<file path="src/rtl/mem_port_arbiter.sv">
// rtl/mem_port_arbiter.sv - shares the data-side RAM port between the CPU memory stage and a loader
// Optional stall performance counter enabled by defining ARB_PERF_CNT_EN.
module mem_port_arbiter #(
  parameter int ADDR_W       = 12,
  parameter int DATA_W       = 32,
  parameter int STARVE_LIMIT = 8,
  parameter int MAX_BURST    = 16
) (
  input  logic              clk,
  input  logic              rst,
  input  logic              cpu_req,
  input  logic [3:0]        cpu_we,
  input  logic              cpu_sel_imem,
  input  logic [ADDR_W-1:0] cpu_addr,
  input  logic [DATA_W-1:0] cpu_wdata,
  output logic              cpu_stall,
  output logic [DATA_W-1:0] cpu_rdata,
  input  logic              ldr_req_valid,
  output logic              ldr_req_ready,
  input  logic [3:0]        ldr_we,
  input  logic              ldr_sel_imem,
  input  logic [ADDR_W-1:0] ldr_addr,
  input  logic [DATA_W-1:0] ldr_wdata,
  output logic              ldr_rsp_valid,
  output logic [DATA_W-1:0] ldr_rdata,
  output logic [ADDR_W-1:0] ram_addr,
  output logic [DATA_W-1:0] ram_din,
  output logic [3:0]        ram_we_i,
  output logic [3:0]        ram_we_d,
  input  logic [DATA_W-1:0] ram_dout,
  output logic [31:0]       perf_stall_cnt
);

  localparam int SW = $clog2(STARVE_LIMIT + 1);
  localparam int BW = $clog2(MAX_BURST + 1);

  typedef enum logic {S_CPU, S_LDR} state_t;

  state_t          state;
  logic [SW-1:0]   starve_cnt;
  logic [BW-1:0]   burst_cnt;
  logic            cpu_own;
  logic            ldr_accept;
  logic            contention;
  logic [3:0]      own_we;
  logic            own_sel;

  // Reset gates the handshake and enables so nothing leaks out while rst is high.
  assign cpu_own       = ~rst & (state == S_CPU) & cpu_req;
  assign cpu_stall     = ~rst & (state == S_LDR) & cpu_req;
  assign ldr_req_ready = ~rst & ((state == S_LDR) | ~cpu_req);
  assign ldr_accept    = ldr_req_valid & ldr_req_ready;
  assign contention    = ldr_req_valid & cpu_req;

  always_comb begin
    own_we  = 4'h0;
    own_sel = 1'b0;
    if (cpu_own) begin
      own_we  = cpu_we;
      own_sel = cpu_sel_imem;
    end else if (ldr_accept) begin
      own_we  = ldr_we;
      own_sel = ldr_sel_imem;
    end
  end

  assign ram_addr  = cpu_own ? cpu_addr  : ldr_addr;
  assign ram_din   = cpu_own ? cpu_wdata : ldr_wdata;
  assign ram_we_i  = own_we & {4{own_sel}};
  assign ram_we_d  = own_we & {4{~own_sel}};
  assign cpu_rdata = ram_dout;
  assign ldr_rdata = ram_dout;

  always_ff @(posedge clk or posedge rst) begin
    if (rst) begin
      state         <= S_CPU;
      starve_cnt    <= '0;
      burst_cnt     <= '0;
      ldr_rsp_valid <= 1'b0;
    end else begin
      ldr_rsp_valid <= ldr_accept & (ldr_we == 4'h0);
      case (state)
        S_CPU: begin
          if (ldr_accept || !ldr_req_valid) begin
            starve_cnt <= '0;
          end else if (contention) begin
            if (starve_cnt == SW'(STARVE_LIMIT - 1)) begin
              state      <= S_LDR;
              starve_cnt <= '0;
            end else begin
              starve_cnt <= starve_cnt + SW'(1);
            end
          end
        end
        S_LDR: begin
          // Leaving on this edge hands the port straight back to the CPU next cycle.
          if (!ldr_req_valid || burst_cnt == BW'(MAX_BURST - 1)) begin
            state     <= S_CPU;
            burst_cnt <= '0;
          end else begin
            burst_cnt <= burst_cnt + BW'(1);
          end
        end
        default: state <= S_CPU;
      endcase
    end
  end

`ifdef ARB_PERF_CNT_EN
  always_ff @(posedge clk or posedge rst) begin
    if (rst) begin
      perf_stall_cnt <= '0;
    end else if (cpu_stall && perf_stall_cnt != 32'hFFFF_FFFF) begin
      perf_stall_cnt <= perf_stall_cnt + 32'd1;
    end
  end
`else
  assign perf_stall_cnt = 32'd0;
`endif

endmodule
</file>
<file path="config.mk">
export PLATFORM = sky130hd
export DESIGN_NAME = mem_port_arbiter
export DESIGN_NICKNAME = d
export VERILOG_FILES = /design/src/rtl/mem_port_arbiter.sv
export SDC_FILE = /design/constraint.sdc
export NUM_CORES = 1
export LEC_CHECK = 0
export ABC_CLOCK_PERIOD_IN_PS = 1960
export BUFFER_PORTS_ARGS = -buffer_cell sky130_fd_sc_hd__buf_4
export CAP_MARGIN = 25
export CORE_AREA = 3 3 108 110
export CTS_CLUSTER_SIZE = 28
export DETAILED_ROUTE_END_ITERATION = 6
export DIE_AREA = 0 0 111 113
export GPL_ROUTABILITY_DRIVEN = 0
export SLEW_MARGIN = 25
export SYNTH_ARGS = -nofsm -noshare
export SYNTH_HDL_FRONTEND = slang
export SYNTH_SLANG_ARGS = --single-unit
export TNS_END_PERCENT = 100
</file>
<file path="constraint.sdc">
create_clock -name clk -period 1.96 [get_ports clk]
set_clock_uncertainty 0.1 [all_clocks]
set_input_delay 0.49 -clock clk [delete_from_list [all_inputs] [get_ports clk]]
set_output_delay 0.49 -clock clk [all_outputs]
set_load 0.02 [all_outputs]
</file>
==> summary.txt <==
Run status
  • Failing checks: negative setup slack
  • Status: finished with violations

Global routing
  • Largest net degree at the start of global routing: 12
  • Vias in the first global route: 1981
  • Residual overflow from global routing: 0
  • Total GRT Usage: 0.1140
  • Initial antenna violation count: 0
  • First-pass GRT wire length: 11.34 mm

Synth
  • Simple logic cell fraction of the synthesized area: 0.1239
  • Post-Synth Adder-Cell Area: 0.01877
  • Compound-Gate Fraction of Synth Area: 0.05632
  • Seq cells post-synth: 11
  • Async S/R FF share, synth: 1.000
  • Mapped cell area: 1999 sq um
  • Post-Synth XOR/XNOR Area: 0
  • Syn Area/Cell: 8.769 sq um
  • Seq/Total Area, Yosys: 0.1377
  • Largest family of logic cells by synthesized area: buffers and inverters
  • Ys Warns: 0
  • Synth Instances: 228
  • Top FF cell, synth: dfrtp_1
  • Post-synth EDFFs: 0
  • Number of distinct library cells after synthesis: 32
  • Post-synthesis mux area share: 0.2578

STA
  • Max-slew violation count: 0
  • Sum Neg Setup Slack: -13.12 ns
  • Setup ws final: -0.3013 ns
  • Final setup fails: 53
  • Final hold vios: 0
  • Fin crit share: 1.154
  • FMAX: 442.2 MHz
  • Unrepaired setup endpoints after global routing: true
  • Tmin final: 2.261 ns

Route
  • Via Count: 1938
  • Routed Antenna Nets: 0
  • Final wirelength: 7.809 mm
  • 1st-iter DRT viols: 54
  • First drt pass iteration count: 4
  • Vias per inst: 3.979
  • DR WL/cell: 16.03 um
  • DRC viols: 0

Floorplanning
  • Die height: 113 um
  • Core area: 10790 sq um
  • Die X: 111 um
  • Starting Density: 0.1853
  • Top-level I/O count: 285
  • Num rows: 38
  • DIE AREA: 12540 sq um

Clock tree
  • CTS tree: built
  • Clock Root Buffer: clkbuf_8
  • CTS Buf Count: 3
  • Clk_lat worst skew: 0.24 ns
  • Sink Count: 11
  • CTS Buffer Depth: 2
  • Number of H-tree levels: 1
  • Reg clk slew, reported paths: 0.05 ns

Finish
  • Commonest non-fill, non-tap cell in the layout: buf_4
  • Most frequent cells in the layout: buf_4, mux2_4, buf_6
  • Nets: 485
  • Share of layout cells above drive strength 1: 0.7233
  • N_diodes: 0
  • Area Overhead vs Synth: 73.53%

Critical path
  • CP Capture Type: output pin
  • Worst Path Required: 1.37 ns
  • Worst path cell trace: nand2b_4, nor2_4, buf_12, buf_12, buf_8, mux2_4, buf_6
  • Critical Path Start Type: flip-flop
  • CP arrival: 1.67 ns
  • Max stage delay on crit path: 0.38 ns
  • Worst R2R Path Depth: 6
  • Crit Path Max Fanout: 8
  • Reg2reg end: burst_cnt[3]
  • Slowest-stage cell, CP: dfrtp_1
  • WS Path Type: flip-flop to output pin
  • Reg2Reg Setup Slack: 0.20 ns
  • Most frequent CP cell: buf_12
  • RR Startpoint: burst_cnt[0]

Placed design
  • Pre-CTS setup slack: -0.2485 ns
  • Port Buffers: 156
  • DPL Wire Length: 6.616 mm

Run
  • Max Cap Violations: 0

Min path
  • Start point of the worst hold path: starve_cnt[3]
  • Worst hold endpoint: starve_cnt[3]
  • Hold Path Cell Cnt: 1
  • Hold Crit Class: flip-flop to flip-flop

Power and ir drop
  • PD cells: 371.2 nW/um^2
  • Leak Pwr: 1.811 nW
  • VDD IR max: 348.7 uV
-- cells in the mapped netlist, drive strengths merged, types with 3 or more instances --
library cell    n  share of area
buf           103           0.39
mux2           44           0.25
dfrtp          11           0.14
nor3            8          0.020
a31oi           5          0.016
and3            5          0.016
inv             5         0.0094
nand3           5          0.013
o21ai           5          0.013
and3b           4          0.018
ha              3          0.019
nand2           3         0.0056
nand3b          3          0.011
nor2b           3         0.0094
nor3b           3          0.011
-- worst max-delay path, delay by kind of cell (launching register included) --
kind          cells  cell delay [ns]
buf+inv           4             0.50
flops             1             0.38
mux               1             0.30
simple gates      2             0.25
-- kinds of logic after synthesis --
| kind of cell | after synthesis |
|---|---|
| AO/OA/AOI/OAI | 18 |
| adder cells (fa/ha/maj) | 3 |
| buffers and inverters | 110 |
| flip-flops | 11 |
| multiplexers | 46 |
| other | 1 |
| AND/OR/NAND/NOR | 39 |
-- power breakdown --
part	leakage, nW	internal [W]	switching, W
Clock	0.0228	0.000143	0.0000825
Combinational	1.64	0.000449	0.000368
Sequential	0.146	0.000238	0.00000807
Total	1.81	0.000830	0.000459
-- per-layer routing --
metal  vias to the layer above  part of all wire  GRT usage
met5                         -                 0   0.007843
met4                         0            0.0060    0.01724
met3                         6              0.12    0.05455
met2                       146              0.49     0.1869
met1                       896              0.39     0.1387
li1                        890                 -          -
-- metrics by stage --
| step | utilization | hold slack, ns | instances | power (W) | instance area (sq um) |
|---|---|---|---|---|---|
| 2_1_floorplan | - | 0.3435 | 259 | 0.0008824 | 2380 |
| 3_3_place_gp | 0.2894 | 0.3717 | 472 | 0.0009849 | 3123 |
| 3_5_place_dp | 0.2894 | 0.3758 | 472 | 0.0009970 | 3123 |
| 4_1_cts | 0.3185 | 0.3821 | 485 | 0.001287 | 3437 |
| 5_1_grt | 0.3215 | 0.4022 | 487 | 0.001354 | 3470 |
| 6_report | 0.3215 | 0.3859 | 487 | 0.001288 | 3470 |
-- timing repair --
| item | 4_1_cts | 5_1_grt |
|---|---|---|
| setup buffers | 8 | 3 |
| cloned | 1 | 0 |
| pin swaps | 7 | 3 |
| endpoints found under the setup margin | 53 | 55 |
| resized for setup | 45 | 6 |
| hold buffers | 0 | 0 |
-- state kept, by name, summed over array words and instances, names as in the netlist --
| register | flops |
|---|---|
| burst_cnt | 5 |
| ldr_rsp_valid | 1 |
| starve_cnt | 4 |
| state | 1 |
-- final cells by class --
class                      instances  area [sq um]
clock buffer                       4         45.04
fill                            1117          7323
tap                              140         175.2
inverter                           5         18.77
timing repair buffer             189          1643
sequential                        11         275.3
multi-input combinational        138          1313
-- worst max path at each step --
stage | from | slack, ns | cells past startpoint | end
2_1_floorplan | cpu_req | -0.07 | 5 | ram_we_i[0]
3_3_place_gp | cpu_req | -0.22 | 7 | ram_din[1]
3_5_place_dp | cpu_req | -0.25 | 7 | ram_din[5]
4_1_cts | state | -0.32 | 7 | ram_din[14]
5_1_grt | state | -0.37 | 7 | ram_din[14]
6_report | state | -0.30 | 7 | ram_din[14]
Power figures use the tool's default switching activity.
